[config.mk]
export PLATFORM = sky130hd
export DESIGN_NAME = seq_mult_unit
export DESIGN_NICKNAME = d
export VERILOG_FILES = /design/src/rtl/seq_mult_unit.sv
export SDC_FILE = /design/constraint.sdc
export NUM_CORES = 1
export LEC_CHECK = 0
export ABC_AREA = 1
export CAP_MARGIN = 20
export CORE_UTILIZATION = 25
export DETAILED_ROUTE_END_ITERATION = 7
export GPL_TIMING_DRIVEN = 0
export REMOVE_ABC_BUFFERS = 1
export SETUP_SLACK_MARGIN = 0.1
export SLEW_MARGIN = 20
export SYNTH_ARGS = -nofsm -noshare
export SYNTH_HDL_FRONTEND = slang
export SYNTH_SLANG_ARGS = --single-unit
[constraint.sdc]
create_clock -name clk -period 1.7 [get_ports clk]
set_clock_uncertainty 0.05 [all_clocks]
set_input_delay 0.34 -clock clk [delete_from_list [all_inputs] [get_ports clk]]
set_output_delay 0.34 -clock clk [all_outputs]
set_load 0.05 [all_outputs]
[src/rtl/seq_mult_unit.sv]
// seq_mult_unit - sequential multiplier built from repeated addition.
//
// The larger operand is added to the product min(a,b) times, so the loop
// length is bounded by the smaller operand.  A zero operand skips the loop.
//
// Optional build macro: SEQ_MULT_SIGNED_EN
//   Defined   : a/b are two's complement.  The loop runs on the magnitudes
//               and the sign is applied on the last addition.
//   Undefined : a/b are unsigned.
//
// Ports
//   clk      in   system clock, rising edge
//   rst_n    in   asynchronous active-low reset
//   start    in   request, sampled only in IDLE
//   abort    in   synchronous cancel of an operation in progress
//   a, b     in   operands [WIDTH-1:0], sampled on the accepting edge
//   busy     out  high while in ADD or DONE
//   done     out  one-cycle pulse in DONE
//   product  out  [2*WIDTH-1:0] result, held until the next accept or abort
module seq_mult_unit #(
   parameter int WIDTH = 8
) (
   input  logic               clk,
   input  logic               rst_n,
   input  logic               start,
   input  logic               abort,
   input  logic [WIDTH-1:0]   a,
   input  logic [WIDTH-1:0]   b,
   output logic               busy,
   output logic               done,
   output logic [2*WIDTH-1:0] product
);

   typedef enum logic [1:0] {S_IDLE, S_ADD, S_DONE} state_t;

   state_t               r_state, w_next;
   logic [WIDTH-1:0]     r_acc_op, r_cnt;
   logic [2*WIDTH-1:0]   r_product;
   logic [WIDTH-1:0]     w_a_mag, w_b_mag, w_min, w_max;
   logic [2*WIDTH-1:0]   w_sum, w_final;
   logic                 w_accept, w_last;

`ifdef SEQ_MULT_SIGNED_EN
   logic r_neg;
   logic w_neg;

   // |-2^(WIDTH-1)| wraps to 2^(WIDTH-1), which is still correct as unsigned.
   assign w_a_mag = a[WIDTH-1] ? (~a + WIDTH'(1)) : a;
   assign w_b_mag = b[WIDTH-1] ? (~b + WIDTH'(1)) : b;
   assign w_neg   = a[WIDTH-1] ^ b[WIDTH-1];
   assign w_final = r_neg ? (~w_sum + (2*WIDTH)'(1)) : w_sum;
`else
   assign w_a_mag = a;
   assign w_b_mag = b;
   assign w_final = w_sum;
`endif

   assign w_min    = (w_a_mag < w_b_mag) ? w_a_mag : w_b_mag;
   assign w_max    = (w_a_mag < w_b_mag) ? w_b_mag : w_a_mag;
   assign w_sum    = r_product + {{WIDTH{1'b0}}, r_acc_op};
   assign w_accept = (r_state == S_IDLE) && start && !abort;
   assign w_last   = (r_cnt == WIDTH'(1));

   // state register
   always_ff @(posedge clk or negedge rst_n) begin
      if (!rst_n) r_state <= S_IDLE;
      else        r_state <= w_next;
   end

   // next-state
   always_comb begin
      w_next = r_state;
      case (r_state)
         S_IDLE: if (w_accept) w_next = (w_min == '0) ? S_DONE : S_ADD;
         S_ADD: begin
            if (abort)       w_next = S_IDLE;
            else if (w_last) w_next = S_DONE;
         end
         S_DONE:  w_next = S_IDLE;
         default: w_next = S_IDLE;
      endcase
   end

   // datapath
   always_ff @(posedge clk or negedge rst_n) begin
      if (!rst_n) begin
         r_acc_op  <= '0;
         r_cnt     <= '0;
         r_product <= '0;
`ifdef SEQ_MULT_SIGNED_EN
         r_neg     <= 1'b0;
`endif
      end else if (abort && (r_state != S_IDLE)) begin
         r_acc_op  <= '0;
         r_cnt     <= '0;
         r_product <= '0;
`ifdef SEQ_MULT_SIGNED_EN
         r_neg     <= 1'b0;
`endif
      end else begin
         case (r_state)
            S_IDLE: if (w_accept) begin
               r_acc_op  <= w_max;
               r_cnt     <= w_min;
               r_product <= '0;
`ifdef SEQ_MULT_SIGNED_EN
               r_neg     <= w_neg;
`endif
            end
            S_ADD: begin
               r_cnt     <= r_cnt - WIDTH'(1);
               // sign (if any) is folded in on the final addition only
               r_product <= w_last ? w_final : w_sum;
            end
            default: ;
         endcase
      end
   end

   assign busy    = (r_state == S_ADD) || (r_state == S_DONE);
   assign done    = (r_state == S_DONE);
   assign product = r_product;

endmodule

* After elaboration in Yosys (flattened, before gate mapping)
Cells that the tools add are included.
** Word-level totals
- ROM bits :: 0
- Latch bits :: 0
- RAM bits :: 0
- Input bits :: 20
- Memories kept :: 0
- Word-level logic and storage cells :: 43
- Output and inout port bits :: 18
- Register bits :: 34
** Operators by class
- Multiply operators :: 0
- $add $sub $neg :: 2
- Reduce and logical (&&, ||, !) cells :: 14
- Div/mod/pow operators :: 0
- Shift-type cells :: 0
- Multiplexer cells :: 16
- Bitwise gates (word level) :: 0
- Equal/unequal tests :: 6
- Order comparisons :: 1
** Operators with widths (count)
- $mux W8 :: 7
- $mux W16 :: 2
- $pmux W16 S2 :: 1
- $add A16 B8 Y16 :: 1
- $pmux W8 S2 :: 1
- $eq A8 B1 Y1 const B :: 1
- $logic_not A8 Y1 :: 1
- $lt A8 B8 Y1 :: 1
- $mux W2 :: 4
- $sub A8 B1 Y8 const B :: 1
- $reduce_and A2 Y1 :: 3
- $reduce_bool A2 Y1 :: 3
- $pmux W2 S2 :: 1
- $logic_and A1 B1 Y1 :: 3
- $ne A3 B2 Y1 const B :: 1
- $ne A3 B3 Y1 const B :: 1
- $reduce_bool A3 Y1 :: 1
- $eq A2 B1 Y1 const B :: 1
- $eq A2 B2 Y1 const B :: 1
- $logic_not A2 Y1 :: 1
- $ne A2 B2 Y1 const B :: 1
- $logic_not A1 Y1 :: 1
- $logic_or A1 B1 Y1 :: 1

* Depth between registers and ports, before layout
- Depth after elaboration :: 6
- Mapped depth :: 16
- Depth with buffers taken out :: 15

* Least setup slack after synthesis
OpenSTA, ideal clock, no wires.
- Path kind :: register to register
- Start :: register r_product[0], in the netlist product[0]
- End :: register r_product[10], in the netlist product[10]
- Data required time :: 1.587 ns
- Library setup time :: 0.063 ns
- Stages on the path, launching flop included :: 12
- Path buffers :: 0
- Arrival time :: 1.894 ns
- Setup slack :: -0.307 ns
- Clock period less this slack :: 2.007 ns
- Cells stage by stage :: dfrtp_1 -> ha_1 -> fa_1 -> nand4_1 -> nand2_1 -> nand2_1 -> nand2_1 -> nand3_1 -> o21ai_1 -> o21ai_1 -> nand2_1 -> inv_1
** On the way
- Cells in the longest elaborated chain, start to end :: 3
** Ends and longest elaborated chain
- start, declared :: RTL line 38 : logic [2*WIDTH-1:0] r_product;
- start signal, assigned :: RTL line 113 : r_product <= w_last ? w_final : w_sum;
- $add A16 B8 Y16 :: RTL line 60 : assign w_sum = r_product + {{WIDTH{1'b0}}, r_acc_op};
- $pmux W16 S2 :: RTL line 101 : case (r_state)
- $mux W16 :: RTL line 93 : end else if (abort && (r_state != S_IDLE)) begin
Every way passes these cells.
A chain may end at the register's enable or synchronous reset.

* Worst setup path after layout
- Start :: register r_state[1]
- End :: register r_product[10], in the netlist product[10]
** On the way
- Cells in the longest elaborated chain, start to end :: 5
** Ends and longest elaborated chain
- start, declared :: RTL line 36 : state_t r_state, w_next;
- start signal, assigned :: RTL line 67 : else r_state <= w_next;
- $logic_not A2 Y1 :: RTL line 61, 101
- $logic_and A1 B1 Y1 (2 in a row) :: RTL line 61 : assign w_accept = (r_state == S_IDLE) && start && !abort;
- $ne A3 B2 Y1 (no source line)
- $reduce_and A2 Y1 (no source line)
Parallel ways exist; a longest one is shown, timed or not.

==> impl_metrics.yaml <==
outcome:
  status: "finished with violations"
  violations: "setup timing"
place:
  place_ws_ps: -1150
  portBuffers: 37
  dpl.hpwl_um: 4960
  dp.cells: 525
  gp_congestion: 0.817
power:
  power.leakage_uw: 0.00205
  internal_power_uw: 3210
  pwr-share-seq_pct: 22.6
  power.density_nw_per_um2: 1380
  switchingPower_uw: 2730
  ir_drop_mv: 0.471
  clkPwrFrac_pct: 11.0
  combPwrFrac_pct: 66.4
  swShare_pct: 46.0
cells_and_area:
  nFillCells: 955
  final_core_util_pct: 43.8
  drive_above_1_share_pct: 48.2
  num-nets-final: 513
  multi_input_area_um2: 2080
  regArea_um2: 853
  area_delta_synth_final_pct: 67.9
  final-instance-count-excl-fill: 606
  antennaDiodeCount: 0
sta:
  setup_viol: 19
  timing.final.ws_setup_ps: -88.7
  period_minus_slack_ps: 1790
  rsz0062_at_grt: "yes"
  hold_slack_ps: 238
  fmax_ghz: 0.559
  drv_slew: 0
  hold_violations: 0
  tightest_slew_ps: 345
  max_slew_margin_pct: 76.9
  fin_crit_sh_pct: 105
cts:
  cts_tree: "done"
  clock_sinks: 34
  cts_made_buffers: 5
  clkTransAtPathRegs_ps: 80
  cts-root-buf: "clkbuf_8"
  htree_num_levels: 2
  insertion_delay_ps: 290
  clockBufferDepth: 2
critical_path:
  rr_startpoint: "r_state[1]"
  startpoint: "r_state[1]"
  critPathArrivalTime_ps: 1930
  start_kind: "flop"
  required_ps: 1840
  crit_path_max_fanout: 5
  path_class: "flop to flop"
  r2r_end: "product[10]"
  crit_path_end: "product[10]"
  r2r_slack_ps: -90
  endpoint_kind: "flop"
  r2r_cells: 10
logic_synthesis:
  yosysWarnings: 0
  synth_edf_count: 0
  synth_cell_type_count: 33
  synth-async-reset-ratio_pct: 100
  yosys-top-cells-area: "dfrtp_1 (33%), nand2_1 (15%), ha_1 (9.7%)"
  synth.top_cell.area_share_pct: 33.1
  ys_seq_elements: 34
  syn_area_um2: 2570
  yosys.area.top_type: "dfrtp_1"
  synth_common_cells: "nand2_1 (105), inv_1 (45), dfrtp_1 (34)"
  synth_seq_area_share_pct: 33.1
  ys.flop_type: "dfrtp_1"
  syn-instance-count: 361
  synth_most_common_cell: "nand2_1"
  syn_area_per_cell_um2: 7.13
global_route:
  overflow: 0
  track_usage_pct: 15.7
  antenna_found_initial: 0
  first_global_vias: 2797
  grt_pass1_wl_um: 12900
  grt_max_degree: 24
floorplan:
  ios: 38
  fp.dieH_um: 103
  start_util_pct: 26.1
  core_um2: 9860
  die_area_um2: 10700
  rows: 36
  die_w_um: 103
job:
  drv_cap: 0
route:
  wl_per_cell_um: 13.7
  wl_um: 8300
  vias: 2846
  route.detailed.drc: 0
  drtAntennaViolNets: 0
  dr.pass1.iters: 4
  viasPerCell: 4.70
  drt_iter0_drc: 104
min_path:
  min_path_type: "primary input to flop"
## placed cells by master (no fill, tap or decap), types with 13 or more instances in the layout
master and n:
nand2_1 79, inv_1 32, a21oi_1 19, buf_4 64, clkdlybuf4s15_2 14, nand3_1 20, nor2_1 13, ha_4 16
nand2_2 23, dfrtp_1 32
## worst min path at each step
| stage | from | end | slack, ps | cells past startpoint |
|---|---|---|---|---|
| 4_1_cts | b[4] | r_acc_op[4] | 270 | 3 |
| 3_5_place_dp | rst_n | product[5] | 200 | 1 |
| 6_report | b[3] | r_acc_op[3] | 240 | 3 |
| 3_3_place_gp | r_cnt[5] | r_cnt[5] | 450 | 2 |
| 2_1_floorplan | rst_n | product[0] | -6 | 0 |
| 5_1_grt | b[3] | r_acc_op[3] | 230 | 3 |
## state kept, by name (all words and copies together) (netlist names)
signal and count:
product 16, r_acc_op 8, r_cnt 8, r_state 2
## power groups by stage
stage / registers [µW] / logic, µW / clock network [µW]
2_1_floorplan: 1420 / 1660 / 0
6_report: 1340 / 3950 / 651
5_1_grt: 1370 / 4280 / 699
4_1_cts: 1320 / 3500 / 667
3_5_place_dp: 1300 / 2470 / 0
3_3_place_gp: 1290 / 2410 / 0
## metal layers
layer	share of wire, %	wire, µm	global-route usage (%)
met5	0	0	0
met3	3.7	307	2.62
met1	42	3480	18.9
met4	1.1	91	4.33
met2	53	4420	28.8
## cell type report
type | instances | area share [%]
sequential | 34 | 19.8
timing repair buffer | 108 | 21.3
inverter | 50 | 4.78
multi-input combinational | 273 | 48.2
tap | 133 | 3.85
clock inverter | 1 | 0.116
clock buffer | 7 | 2.00
## kinds of logic after synthesis
kind of cell	count (synthesis)	share of synthesized area, %
adders and majority gates	21	10.5
AOI/OAI and AO/OA	81	18.9
xor gates and xnor gates	2	0.681
and+or+nand+nor	166	27.9
buffers and inverters	57	8.99
DFF	34	33.1
## metrics by stage
step / instance area (µm²) / total power, µW / TNS, ps
after floorplan: 2530 / 3080 / -7160
after global placement: 3070 / 3700 / -49970
after detailed placement: 3080 / 3770 / -30770
after CTS: 3980 / 5480 / -539
after global routing: 4320 / 6350 / -3210
final: 4320 / 5940 / -963
## timing repair
item	in CTS	in global routing
pin swaps	53	36
cloned	3	0
setup endpoints to repair	52	39
resized for setup	218	55
hold buffers	1	0
buffers inserted	51	19
endpoints found under the hold margin	11	0
## critical path: stages, from the launching register on
cell and delay, ps:
dfrtp_1 400, inv_2 120, ha_4 170, clkinvlp_4 170
a31oi_4 310, buf_8 150, nand3_2 70, o21ai_2 80
o21ai_1 80, nand2_1 60, inv_1 30
Power figures use the tool's default switching activity.
